## src/rtl/csa_resolver_pkg.sv

```systemverilog
// csa_resolver_pkg: shared state encodings and digit-step count helper for the carry-save blocks
package csa_resolver_pkg;
   typedef enum logic [1:0] {IDLE = 2'd0, RUN = 2'd1, DONE = 2'd2} state_t;
   function automatic int nd_calc(input int w, input int d);
      return (w + d) / d;
   endfunction
endpackage

```

## src/rtl/csa_resolver_if.sv

```systemverilog
// csa_resolver_if: operand and result valid/ready channels of the resolver
interface csa_resolver_if #(parameter int W = 8);
   logic         in_valid;
   logic         in_ready;
   logic [W-1:0] s_vec;
   logic [W-1:0] c_vec;
   logic         out_valid;
   logic         out_ready;
   logic [W+1:0] result;
   modport master (output in_valid, s_vec, c_vec, out_ready, input in_ready, out_valid, result);
   modport slave (input in_valid, s_vec, c_vec, out_ready, output in_ready, out_valid, result);
endinterface

```

## src/rtl/csa_resolver_digit_add.sv

```systemverilog
// csa_digit_add: combinational DIGIT-bit adder with carry in and carry out
module csa_digit_add #(parameter int DIGIT = 2) (
   input  logic [DIGIT-1:0] a,
   input  logic [DIGIT-1:0] b,
   input  logic             cin,
   output logic [DIGIT-1:0] sum,
   output logic             cout
);
   assign {cout, sum} = {1'b0, a} + {1'b0, b} + {{DIGIT{1'b0}}, cin};
endmodule

```

## src/rtl/csa_resolver.sv

```systemverilog
// csa_resolver: resolves a carry-save sum/carry pair to binary, DIGIT bits per clock
module csa_resolver
   import csa_resolver_pkg::*;
#(
   parameter int W     = 8,
   parameter int DIGIT = 2
) (
   input logic           clk,
   input logic           rst,
   csa_resolver_if.slave bus
);
   localparam int ND = nd_calc(W, DIGIT);
   localparam int NB = ND * DIGIT;
   localparam int CW = ND > 1 ? $clog2(ND) : 1;
   state_t           state, next;
   logic [NB-1:0]    a, b, res;
   logic [NB:0]      full;
   logic [CW-1:0]    cnt;
   logic             carry, dcout, last, accept;
   logic [DIGIT-1:0] dsum;
   csa_digit_add #(.DIGIT(DIGIT)) u_add (
      .a(a[DIGIT-1:0]), .b(b[DIGIT-1:0]), .cin(carry), .sum(dsum), .cout(dcout)
   );
   assign last   = cnt == CW'(ND - 1);
   assign accept = state == IDLE && bus.in_valid;
   assign full   = {carry, res};
   assign bus.result = full[W+1:0];
   always_ff @(posedge clk) state <= rst ? IDLE : next;
   always_comb begin
      bus.in_ready  = state == IDLE;
      bus.out_valid = state == DONE;
      next = state == IDLE ? (bus.in_valid ? RUN : IDLE) :
             state == RUN  ? (last ? DONE : RUN) :
             state == DONE ? (bus.out_ready ? IDLE : DONE) : IDLE;
   end
   // operands shift down so the adder always sees the current digit at bit 0;
   // resolved digits enter res from the top and land in place after ND steps
   always_ff @(posedge clk) begin
      if (rst) begin
         a     <= '0;
         b     <= '0;
         res   <= '0;
         cnt   <= '0;
         carry <= 1'b0;
      end else if (accept) begin
         a     <= NB'(bus.s_vec);
         b     <= NB'({bus.c_vec, 1'b0});
         cnt   <= '0;
         carry <= 1'b0;
      end else if (state == RUN) begin
         a     <= a >> DIGIT;
         b     <= b >> DIGIT;
         res   <= NB'({dsum, res} >> DIGIT);
         carry <= dcout;
         cnt   <= cnt + 1'b1;
      end
   end
endmodule

```

## src/flat_wrapper.sv

```systemverilog
// flat-port wrapper written by rule: the top's interface ports become plain ports
module csa_resolver_flat import csa_resolver_pkg::*;
#(
   parameter int W     = 8,
   parameter int DIGIT = 2
)
  (clk, rst, bus_in_valid, bus_s_vec, bus_c_vec, bus_out_ready, bus_in_ready, bus_out_valid, bus_result);
  csa_resolver_if #(.W(W)) bus_i ();
  input logic clk;
  input logic rst;
  input wire logic [$bits(bus_i.in_valid)-1:0] bus_in_valid;
  input wire logic [$bits(bus_i.s_vec)-1:0] bus_s_vec;
  input wire logic [$bits(bus_i.c_vec)-1:0] bus_c_vec;
  input wire logic [$bits(bus_i.out_ready)-1:0] bus_out_ready;
  output wire logic [$bits(bus_i.in_ready)-1:0] bus_in_ready;
  output wire logic [$bits(bus_i.out_valid)-1:0] bus_out_valid;
  output wire logic [$bits(bus_i.result)-1:0] bus_result;
  assign bus_i.in_valid = bus_in_valid;
  assign bus_i.s_vec = bus_s_vec;
  assign bus_i.c_vec = bus_c_vec;
  assign bus_i.out_ready = bus_out_ready;
  assign bus_in_ready = bus_i.in_ready;
  assign bus_out_valid = bus_i.out_valid;
  assign bus_result = bus_i.result;
  csa_resolver #(.W(W), .DIGIT(DIGIT)) u_core (.clk(clk), .rst(rst), .bus(bus_i));
endmodule
```

## config.mk

```make
export PLATFORM = sky130hd
export DESIGN_NAME = csa_resolver_flat
export DESIGN_NICKNAME = d
export VERILOG_FILES = /design/src/rtl/csa_resolver_pkg.sv /design/src/rtl/csa_resolver_if.sv /design/src/rtl/csa_resolver_digit_add.sv /design/src/rtl/csa_resolver.sv /design/src/flat_wrapper.sv
export SDC_FILE = /design/constraint.sdc
export NUM_CORES = 1
export LEC_CHECK = 0
export CAP_MARGIN = 40
export CORE_ASPECT_RATIO = 1.25
export CORE_MARGIN = 4
export CORE_UTILIZATION = 53
export CTS_CLUSTER_DIAMETER = 40
export DETAILED_ROUTE_END_ITERATION = 12
export GPL_TIMING_DRIVEN = 0
export PLACE_DENSITY = 0.83
export SETUP_SLACK_MARGIN = 0.02
export SLEW_MARGIN = 20
export SYNTH_ARGS = -nofsm -noshare
export SYNTH_HDL_FRONTEND = slang
export SYNTH_SLANG_ARGS = --single-unit
```

## constraint.sdc

```tcl
create_clock -name clk -period 3.7 [get_ports clk]
set_input_delay 0.37 -clock clk [delete_from_list [all_inputs] [get_ports clk]]
set_output_delay 0.37 -clock clk [all_outputs]
set_load 0.01 [all_outputs]
```

# After elaboration in Yosys (flattened, before gate mapping)
# Cells that the tools add are included.
[word_totals] ff_bits=33 inputBits=20 output_inout_bits=12 elab_cells=29
[classes] addsub=3 eq_ne=3 muxes=10 bitwise_logic=1 reduce_logical=5
[op_table] op="9-bit two-way mux" count=2
[op_table] op="8-bit two-way mux" count=2
[op_table] op="2-bit two-way mux" count=5
[op_table] op="2-bit by 2-bit adder with 3-bit output" count=1
[op_table] op="3-bit by 1-bit adder with 3-bit output" count=1
[op_table] op="3-bit by 1-bit adder with 3-bit output (second input constant)" count=1
[op_table] op="3-bit == test (second input constant)" count=1
[op_table] op="2-bit by 1-bit == test with 1-bit output (second input constant)" count=1
[op_table] op="2-bit == test (second input constant)" count=1
[op_table] op="2-bit zero test" count=1
[op_table] op="2-bit AND reduction" count=1
[op_table] op="2-bit nonzero test" count=1
[op_table] op="2-bit OR reduction" count=1
[op_table] op="1-bit logical AND" count=1
[op_table] op="1-bit two-way mux" count=1
[op_table] op="1-bit NOT" count=1

# Logic depth before layout (Yosys ltp)
[depth] depth_word=4 ltp_mapped=5 ltp_nobuf=5

# Hierarchy
# Synthesis repeated with hierarchy kept, for this count alone.
[unflattened] hier_cells=186 hier_area_um2=1493.9
[modules_own_cells] mod="csa_resolver" n_inst=1 cells_each=176 area_per_inst_um2=1423.9 seq_area_each_um2=660.6
[modules_own_cells] mod="csa_digit_add" n_inst=1 cells_each=10 area_per_inst_um2=70.1 seq_area_each_um2=0.0

# Least setup slack after synthesis
# No wires, ideal clock.
[synth_path] path_kind="flip-flop to flip-flop" startpoint="reg u_core.carry" endpoint="reg u_core.res[9] (netlist: u_core.bus.result[9])" t_arrival_ps=1378 t_required_ps=3614 slack_ps=2236 path_stages_with_launch=5 n_path_buf=0 period_less_slack_ps=1464 cell_sequence="dfxtp_1 > inv_1 > fa_1 > fa_1 > a211oi_1"
[synth_via] elab_chain_cells=1
[synth_lines] element="start, declared" line="csa_resolver.sv:19" text="logic carry, dcout, last, accept;"
[synth_lines] element="start signal, assigned" line="csa_resolver.sv:54" text="carry <= dcout;"
[synth_lines] element="3-bit by 1-bit adder with 3-bit output" line="csa_resolver_digit_add.sv:9" text="assign {cout, sum} = {1'b0, a} + {1'b0, b} + {{DIGIT{1'b0}}, cin};"
[synth_lines] element="end signal, assigned" line="csa_resolver.sv:53" text="res <= NB'({dsum, res} >> DIGIT);"
[synth_lines] element="end, declared" line="csa_resolver.sv:16" text="logic [NB-1:0] a, b, res;"
# No other way between the ends.
# A chain may end at the register's enable or synchronous reset.

# Worst setup path after layout
[layout_path] startpoint="reg u_core.state[1]" endpoint="out bus_out_valid"
[layout_via] elab_chain_cells=1
[layout_lines] element="start, declared" line="csa_resolver.sv:15" text="state_t state, next;"
[layout_lines] element="start signal, assigned" line="csa_resolver.sv:28" text="always_ff @(posedge clk) state <= rst ? IDLE : next;"
[layout_lines] element="2-bit == test" line="csa_resolver.sv:31" text="bus.out_valid = state == DONE;"
[layout_lines] element="end, declared" line="flat_wrapper.sv:16" text="output wire logic [$bits(bus_i.out_valid)-1:0] bus_out_valid;"
# No other way between the ends.

==> run summary <==
TritonCTS built the clock tree. The period utilization is 61.39%. The final count of negative-setup-slack endpoints is 0. The mean instance size in the synthesized netlist came out at 8.327 um2. The share of synthesized cell area in and, or, nand and nor gates came out at 28.38%. The first-pass GRT wire length is 5.409 mm. The post-detailed-route wirelength per cell came out at 12.75 um. The startpoint identified for the worst register-to-register timing path is u_core.carry$_SDFFE_PP0P_.

The number of nets with antenna violations after detailed routing came out at 0. The data arrival time at the worst-slack endpoint came out at 1.90 ns. The slew of the pin with the lowest slew margin is 0.5664 ns. The source-to-sink clock delay at the later pin of the worst-skew pair is 0.34 ns. The critical path starts at u_core.state[1]$_SDFF_PP0_.

Post-CTS repair changed the size of 0 cells. The flow ran to the end, and the final reports show no timing, DRC or antenna violations. The mux contribution to synthesized area came out at 0%. Hold repair after CTS inserted 0 buffers.

Across every metal layer, demand over resource in global routing totals 18.90%. After clock tree synthesis, the setup repair step added 0 buffers. The final-report hold violation count came out at 0. The number of buffers added on ports is 31. The largest net degree at the start of global routing is 11. The startpoint type of the worst setup path is a register. In this run the clock root is driven by a sky130_fd_sc_hd__clkbuf_4.

The capture point of the worst reg-to-reg path is u_core.bus.result[9]$_SDFFE_PP0P_. The number of violations reported at the end of detailed-routing iteration 0 came out at 36. The relative slew slack came out at 62.24%.

The flop-to-flop setup slack came out at 2.17 ns. The antenna diode count is 0. For this run, design rule violations remaining after detail routing come to 0.

The H-tree was split into 2 levels. Yosys printed 0 warnings. The number of clock buffers inserted by TritonCTS came out at 5. The biggest fanout along the worst timing path came out at 10.

Clock-pin slew was measured on the worst setup and hold paths at 0.10 ns. The clock net in this run drives a total of 33 sinks. The half-perimeter wire length of the detailed placement result came out at 2.395 mm.

Summing over every cut layer, the via total after detailed routing is 1317. IR analysis of the VDD net gives a maximum drop of 271.3 uV. The max-slew violation count came to 0. STA classifies the critical path endpoint as an output port.

Summed over all cells, the static leakage comes to 0.7122 nW. The number of global-route vias before repair was 1214. The post-synthesis instance area is 1499 um2. The number of buffers on the longest clock path came out at 2. The tool flagged a number of max-cap violations equal to 0. The fraction of the mapped netlist area in adder cells is 4.341%. At the end of routability-driven placement, the weighted congestion stood at 0.7703. The ratio of total power to cell area came out at 390.3 nW/um2.

The worst setup path is of the reg -> out kind. The achievable clock frequency is 440.2 MHz. The setup TNS after final layout came out at 0 ns.

The flop and latch count out of synthesis came out at 33. Data on the critical path is required at its endpoint by 3.33 ns. The starting density of the core came out at 55.39%. The die boundary width is 55.57 um. The fraction of the mapped netlist area in compound gates is 15.11%. After technology mapping, the gate count stands at 180. Following the worst setup path forward leads to its endpoint at bus_out_valid. The depth of the most critical reg-to-reg path came out at 4. The total wirelength of the detailed-routed design is 3.225 mm.

The parity-gate share of the synthesized area counting xor and xnor cells came out at 1.169%. The ratio of routed vias to standard cells is 5.206. The number of search-and-repair iterations in the first detailed-routing pass is 4.

The register area share after synthesis came out at 44.07%. Setup repair after global routing left no endpoint under its margin. The count of different cell masters after synthesis is 25. For the final database, setup skew stands at 0.007367 ns. The overall overflow remaining after global route came out at 0. The shortest clock period the worst path allows after layout is 2.271 ns. The fraction of final layout cells with drive strength greater than 1 came out at 10.96%. The core footprint is 2706 um2. The post-synth net total came out at 204. The area added between synthesis and finish came out at 28.21%. The count of pins on the block boundary is 32. The final layout net count came out at 242. The die area came out at 3748 um2. By area, the combinational part of the netlist is dominated by simple AND/OR/NAND/NOR gates. The initialized floorplan defines 21 standard-cell rows. Hold timing on the final database bottoms out at a slack of 0.4587 ns.

The initial antenna violation count is 0. The path category of the worst min-delay check is reg -> reg. The die boundary height came out at 67.46 um.
[state kept, by name (all words and copies together), names as in the netlist]
name	count
u_core.a	8
u_core.cnt	3
u_core.carry	1
u_core.b	9
u_core.state	2
u_core.bus.result	10
[worst max-delay path: stages, from the launching register on]
cell                              delay, ns
sky130_fd_sc_hd__dfxtp_1               0.48
sky130_fd_sc_hd__buf_2                 0.27
sky130_fd_sc_hd__nor2b_1               0.24
sky130_fd_sc_hd__clkdlybuf4s50_1       0.58
[where the power goes]
group | leakage (nW) | switching (mW) | internal (mW)
Clock | 0.0413 | 0.118 | 0.110
Sequential | 0.270 | 0.0135 | 0.377
Combinational | 0.400 | 0.0649 | 0.0671
Total | 0.712 | 0.196 | 0.554
[synthesized netlist by cell type, drive strengths merged]
master / count / area share, %
inv: 8 / 2.0
nor3: 8 / 2.7
xor2: 1 / 0.58
nand2b: 10 / 4.2
dfxtp: 33 / 44
ha: 2 / 1.7
nand2: 29 / 7.3
a211oi: 7 / 4.8
buf: 11 / 4.4
fa: 2 / 2.7
and2b: 1 / 0.50
o21ba: 1 / 0.67
nand3b: 1 / 0.50
nor3b: 1 / 1.3
nor2b: 1 / 0.42
a21oi: 27 / 9.0
nor2: 20 / 5.0
clkbuf: 2 / 0.50
or3b: 9 / 5.3
nand3: 4 / 1.3
a2bb2oi: 1 / 0.58
xnor2: 1 / 0.58
[worst min-delay path by stage]
| stage | from | endpoint | cells after the start |
|---|---|---|---|
| finish | u_core.b[2]$_SDFFE_PP0P_ | u_core.b[0]$_SDFFE_PP0P_ | 2 |
| global route | u_core.bus.result[1]$_SDFFE_PP0P_ | u_core.bus.result[1]$_SDFFE_PP0P_ | 2 |
| CTS | u_core.bus.result[0]$_SDFFE_PP0P_ | u_core.bus.result[0]$_SDFFE_PP0P_ | 2 |
| detailed placement | u_core.bus.result[0]$_SDFFE_PP0P_ | u_core.bus.result[0]$_SDFFE_PP0P_ | 2 |
| global placement | u_core.bus.result[0]$_SDFFE_PP0P_ | u_core.bus.result[0]$_SDFFE_PP0P_ | 2 |
| floorplan | u_core.b[2]$_SDFFE_PP0P_ | u_core.b[0]$_SDFFE_PP0P_ | 2 |
[placed cells by master, fill, tap and decap left out]
master	n
sky130_fd_sc_hd__clkinv_2	1
sky130_fd_sc_hd__xnor2_1	1
sky130_fd_sc_hd__clkdlybuf4s50_1	31
sky130_fd_sc_hd__nand3b_1	1
sky130_fd_sc_hd__a211oi_2	4
sky130_fd_sc_hd__or3b_1	9
sky130_fd_sc_hd__nand2b_1	10
sky130_fd_sc_hd__nor2_1	20
sky130_fd_sc_hd__and2b_1	1
sky130_fd_sc_hd__a211oi_1	3
sky130_fd_sc_hd__fa_1	2
sky130_fd_sc_hd__nand2_1	29
sky130_fd_sc_hd__clkbuf_1	2
sky130_fd_sc_hd__buf_6	2
sky130_fd_sc_hd__xor2_1	1
sky130_fd_sc_hd__o21ba_2	1
sky130_fd_sc_hd__dfxtp_1	33
sky130_fd_sc_hd__nor3_1	8
sky130_fd_sc_hd__a21oi_1	27
sky130_fd_sc_hd__nor3b_4	1
sky130_fd_sc_hd__inv_1	8
sky130_fd_sc_hd__ha_1	2
sky130_fd_sc_hd__a2bb2oi_1	1
sky130_fd_sc_hd__buf_1	1
sky130_fd_sc_hd__buf_2	8
sky130_fd_sc_hd__clkbuf_4	5
sky130_fd_sc_hd__nor2b_1	1
sky130_fd_sc_hd__nand3_1	4
sky130_fd_sc_hd__clkbuf_8	2
[routing by layer]
layer | wire length, um | share of wire (%) | track usage (%)
met2 | 1635 | 51 | 35.06
met4 | 57 | 1.8 | 9.119
met1 | 1324 | 41 | 19.83
met5 | 0 | 0 | 0
met3 | 207 | 6.4 | 5.163
[metrics by stage]
stage | util (%) | total power [mW] | setup WS, ns | area (um2) | std cells
global placement | 68.42 | 0.5244 | 1.780 | 1852 | 245
floorplan | - | 0.4803 | 2.236 | 1499 | 180
CTS | 71.01 | 0.7556 | 1.428 | 1922 | 253
global route | 71.01 | 0.7874 | 1.354 | 1922 | 253
detailed placement | 68.42 | 0.5308 | 1.755 | 1852 | 245
finish | 71.01 | 0.7502 | 1.429 | 1922 | 253
[cells by family (layout without fill, tap and decap cells)]
group	after synthesis	after routing
AND/OR/NAND/NOR	84	84
buffers and inverters	21	60
XOR/XNOR	2	2
AO/OA/AOI/OAI	36	36
flip-flops	33	33
adder cells (fa/ha/maj)	4	4
[final cells by class]
cell class,instances,area (um2)
Multi-Input combinational cell,126,734.5
Fill cell,224,784.5
Tap cell,34,42.54
Clock buffer,7,65.06
Timing Repair Buffer,31,310.3
Inverter,8,30.03
Sequential cell,33,660.6
Buffer,13,73.82
Clock inverter,1,5.005
Power figures use the tool's default switching activity.
